## src/rtl/serial_full_sub.sv

```systemverilog
// Bit-serial unsigned subtractor: one full-subtractor slice plus a borrow flop,
// LSB first, with a start/busy/done handshake for a controlling FSM.
module serial_full_sub #(
   parameter int unsigned WIDTH = 8
) (
   input  logic             clk,
   input  logic             rst_n,
   input  logic             start,
   input  logic [WIDTH-1:0] a,
   input  logic [WIDTH-1:0] b,
   input  logic             borrow_in,
   output logic             busy,
   output logic             done,
   output logic [WIDTH-1:0] diff,
   output logic             borrow_out
);

   localparam int unsigned CW = $clog2(WIDTH) + 1;

   typedef enum logic [1:0] {StIdle, StShift, StDone} state_e;

   state_e           r_state;
   logic [WIDTH-1:0] r_a;
   logic [WIDTH-1:0] r_b;
   logic [WIDTH-1:0] r_res;
   logic [CW-1:0]    r_cnt;
   logic             r_br;

   logic             w_ak;
   logic             w_bk;
   logic             w_d;
   logic             w_br_next;
   logic             w_last;
   logic [WIDTH-1:0] w_res_next;

   assign w_ak      = r_a[0];
   assign w_bk      = r_b[0];
   assign w_d       = w_ak ^ w_bk ^ r_br;
   assign w_br_next = (~w_ak & w_bk) | (~(w_ak ^ w_bk) & r_br);
   assign w_last    = (r_cnt == CW'(WIDTH - 1));

   // Each new difference bit enters at the MSB so bit 0 lands at the LSB after WIDTH shifts.
   generate
      if (WIDTH == 1) begin : g_res_w1
         assign w_res_next = w_d;
      end else begin : g_res_wn
         assign w_res_next = {w_d, r_res[WIDTH-1:1]};
      end
   endgenerate

   always_ff @(posedge clk or negedge rst_n) begin
      if (!rst_n) begin
         r_state    <= StIdle;
         r_a        <= '0;
         r_b        <= '0;
         r_res      <= '0;
         r_cnt      <= '0;
         r_br       <= 1'b0;
         busy       <= 1'b0;
         done       <= 1'b0;
         diff       <= '0;
         borrow_out <= 1'b0;
      end else begin
         case (r_state)
            StIdle: begin
               done <= 1'b0;
               if (start) begin
                  r_a     <= a;
                  r_b     <= b;
                  r_br    <= borrow_in;
                  r_res   <= '0;
                  r_cnt   <= '0;
                  busy    <= 1'b1;
                  r_state <= StShift;
               end
            end
            StShift: begin
               r_a   <= r_a >> 1;
               r_b   <= r_b >> 1;
               r_res <= w_res_next;
               r_br  <= w_br_next;
               r_cnt <= r_cnt + 1'b1;
               if (w_last) begin
                  diff       <= w_res_next;
                  borrow_out <= w_br_next;
                  busy       <= 1'b0;
                  done       <= 1'b1;
                  r_state    <= StDone;
               end
            end
            StDone: begin
               done    <= 1'b0;
               r_state <= StIdle;
            end
            default: begin
               busy    <= 1'b0;
               done    <= 1'b0;
               r_state <= StIdle;
            end
         endcase
      end
   end

endmodule

```

## config.mk

```make
export PLATFORM = sky130hd
export DESIGN_NAME = serial_full_sub
export DESIGN_NICKNAME = d
export VERILOG_FILES = /design/src/rtl/serial_full_sub.sv
export SDC_FILE = /design/constraint.sdc
export NUM_CORES = 1
export LEC_CHECK = 0
export BUFFER_PORTS_ARGS = -buffer_cell sky130_fd_sc_hd__buf_2
export CORE_AREA = 2 2 77 79
export DETAILED_ROUTE_END_ITERATION = 7
export DIE_AREA = 0 0 79 81
export PLACE_DENSITY = 0.51
export SLEW_MARGIN = 10
export SYNTH_ARGS = -nofsm -noshare
export SYNTH_HDL_FRONTEND = slang
export SYNTH_SLANG_ARGS = --single-unit
```

## constraint.sdc

```tcl
create_clock -name clk -period 1.5 [get_ports clk]
set_input_delay 0.3 -clock clk [delete_from_list [all_inputs] [get_ports clk]]
set_output_delay 0.3 -clock clk [all_outputs]
set_load 0.05 [all_outputs]
```

==> results.json <==
{
  "outcome": "finished clean",
  "wl_met3_um": 184,
  "synth_cells": 162,
  "switching_share_pct": 41.22,
  "setup_viol": 0,
  "dpl.hpwl_mm": 2.678,
  "clk_latency_ns": 0.29,
  "startpoint_type": "flop",
  "io_buffers": 30,
  "tns_ns": 0,
  "fin_skew_ns": 0.004968,
  "synth_nets": 184,
  "fin_crit_ns": 1.442,
  "io_pins": 31,
  "final_common_cell": "dfrtp_1",
  "critPathArrivalTime_ns": 1.62,
  "dieWidth_um": 79,
  "grt_pass1_vias": 1453,
  "drv_slew": 0,
  "area_delta_synth_final_pct": 20.95,
  "cts.sinks": 41,
  "clk_path_buf_depth": 2,
  "die-area_um2": 6399,
  "startpoint": "r_cnt[1]$_DFFE_PN0P_",
  "r2r_cells": 4,
  "syn_area_per_cell_um2": 11.58,
  "drt-initial-drc-count": 91,
  "critical_path_class": "reg -> reg",
  "met2_length_mm": 2.072,
  "grt_setup_unrepaired": "false",
  "cp_cell_sequence": "ha_2 -> and3b_4 -> and2_4 -> mux2_4",
  "critical-path-top-delay-family": "simple AND/OR/NAND/NOR gates",
  "pwr-share-clk_pct": 14.2,
  "r2r-start": "r_cnt[1]$_DFFE_PN0P_",
  "h-tree-depth": 2,
  "finalNetCount": 224,
  "final.period_utilization_pct": 96.14,
  "r2r_slack_ns": 0.06,
  "yosys_warnings": 0,
  "drt-pass1-iter-count": 4,
  "routedWlPerCell_um": 15.05,
  "post_drt_via_cell_ratio": 5.122,
  "vdd.ir_drop.worst_mv": 0.7394,
  "syn_area_um2": 1876,
  "antenna_found_initial": 0,
  "crit_fanout": 5,
  "tightestPinTransition_ns": 0.2899,
  "drc": 0,
  "final_util_pct": 39.97,
  "combPwrFrac_pct": 46.7,
  "slowest_delay_ns": 0.38,
  "gp_congestion": 0.7061,
  "p_leak_nw": 1.073,
  "start_util_pct": 33.05,
  "cts-root-buf": "clkbuf_8",
  "p_seq_share_pct": 39.1,
  "vias": 1424,
  "ys_seq_elements": 41,
  "top_layer": "met4",
  "clkTransAtPathRegs_ns": 0.08,
  "die_y_um": 81,
  "slew_headroom_pct": 80.68,
  "hold_viol_final": 0,
  "fmaxAchievable_mhz": 693.4,
  "p_switching_mw": 2.016,
  "n_antenna_cell": 0,
  "cts_made_buffers": 5,
  "cts_tree": "done",
  "layout-drive-gt1-share_pct": 30.54,
  "grt-ovfl-total": 0,
  "final_cell_mix": "41 x dfrtp_1, 30 x buf_2, 18 x o21ai_0",
  "ant_nets": 0,
  "wl_met1_mm": 1.885,
  "drt_wl_total_mm": 4.184,
  "crit_buf_inv": 0,
  "rr_endpoint": "diff[1]$_DFFE_PN0P_",
  "required_ns": 1.68,
  "max_cap_violations": 0,
  "grt_start_max_net_pins": 42,
  "hold_path_depth": 3,
  "power_density_nw_per_um2": 2156,
  "hp-start": "b[6]",
  "ys_seq_area_share_pct": 54.70,
  "core_area_um2": 5675,
  "slowest_stage": "dfrtp_1",
  "track_usage_pct": 13.99,
  "num_rows": 28,
  "hp-class": "in -> reg",
  "internal_power_mw": 2.875,
  "grt_pass1_wl_mm": 6.913,
  "worstSetupEndpointType": "flop",
  "hold_end": "r_b[6]$_DFFE_PN0P_",
  "ys_types": 29
}
-- timing repair --
item                                    CTS  global route
hold buffers                              1             0
gates resized for setup                   1             1
endpoints found under the hold margin    41             0
endpoints found under the setup margin    8             8
pin swaps                                 1             0
gates cloned                              1             0
buffers inserted                          0             2
-- kinds of logic (layout without fill, tap and decap cells) --
family                   Yosys count  after routing  synth area share [%]
buffers and inverters             15             55                 4.536
flip-flops                        41             41                 54.70
AND/OR/NAND/NOR                   33             34                 10.74
adder cells (fa/ha/maj)            2              2                 1.734
AO/OA/AOI/OAI                     61             61                 20.75
multiplexers                      10             10                 7.539
-- synth_stat cells --
cell type,n,area (µm²)
dfrtp_1,41,1026
o21ai_0,18,90.09
a21oi_1,16,80.08
a22oi_1,13,97.59
a22o_1,9,78.83
and2b_1,8,60.06
mux2_4,8,120.1
nor2b_1,8,50.05
nand2_1,5,18.77
buf_2,4,20.02
clkbuf_1,4,15.01
inv_1,4,15.01
nor2_1,4,15.01
a2bb2oi_1,3,26.28
nand3_1,3,15.01
and2_4,1,8.760
and3b_1,1,8.760
and3b_4,1,12.51
buf_1,1,3.750
buf_12,1,20.02
buf_6,1,11.26
fa_1,1,20.02
ha_1,1,12.51
mux2_2,1,11.26
mux2i_1,1,10.01
nand2b_1,1,6.260
o21bai_1,1,7.510
o32ai_1,1,8.760
or3_1,1,6.260
-- routing by layer --
metal | global-route usage, % | vias to the layer above
met3 | 3.444 | 7
met5 | 0 | -
li1 | - | 659
met2 | 23.22 | 34
met1 | 17.66 | 724
met4 | 5.517 | 0
-- worst max path at each step --
stage / end / slack [ns] / cells past startpoint
after floorplan: diff[0]$_DFFE_PN0P_ / 0.01 / 5
after global placement: diff[7]$_DFFE_PN0P_ / 0.05 / 4
after detailed placement: diff[2]$_DFFE_PN0P_ / 0.004 / 4
after CTS: diff[1]$_DFFE_PN0P_ / 0.03 / 4
after global routing: diff[1]$_DFFE_PN0P_ / 0.003 / 4
final: diff[1]$_DFFE_PN0P_ / 0.06 / 4
-- worst register-to-register path, cell delays in order, from the launching register on --
cell and delay, ns:
dfrtp_1 0.38, ha_2 0.20, and3b_4 0.23, and2_4 0.21
mux2_4 0.31
-- power by group through the flow --
stage,registers (mW),clock network (mW),logic (mW)
floorplan,2.32,0,1.24
global placement,1.90,0,2.20
detailed placement,1.93,0,2.24
CTS,1.91,0.723,2.27
global route,1.98,0.769,2.51
finish,1.91,0.695,2.28
-- cell type report --
cell class / instances / area [µm²]
Fill cell: 568 / 3407
Sequential cell: 41 / 1026
Multi-Input combinational cell: 107 / 775.7
Timing Repair Buffer: 43 / 275.3
Tap cell: 75 / 93.84
Clock buffer: 6 / 72.57
Inverter: 4 / 15.01
Clock inverter: 2 / 10.01
-- registers in the layout, summed over array words and instances, names as in the netlist --
register    cells
diff            8
busy            1
r_b             8
r_cnt           4
r_state         2
r_a             8
r_br            1
borrow_out      1
done            1
r_res           7
-- metrics by stage --
stage	instance area, µm²	power [mW]	worst slack, ns	hold WS (ns)	instances
2_1_floorplan	1876	3.559	0.01475	0.004409	162
3_3_place_gp	2150	4.095	0.05264	0.2868	266
3_5_place_dp	2150	4.175	0.004048	0.2905	266
4_1_cts	2251	4.905	0.02960	0.2885	276
5_1_grt	2268	5.262	0.002834	0.3001	278
6_report	2268	4.891	0.05785	0.2946	278
Power figures use the tool's default switching activity.
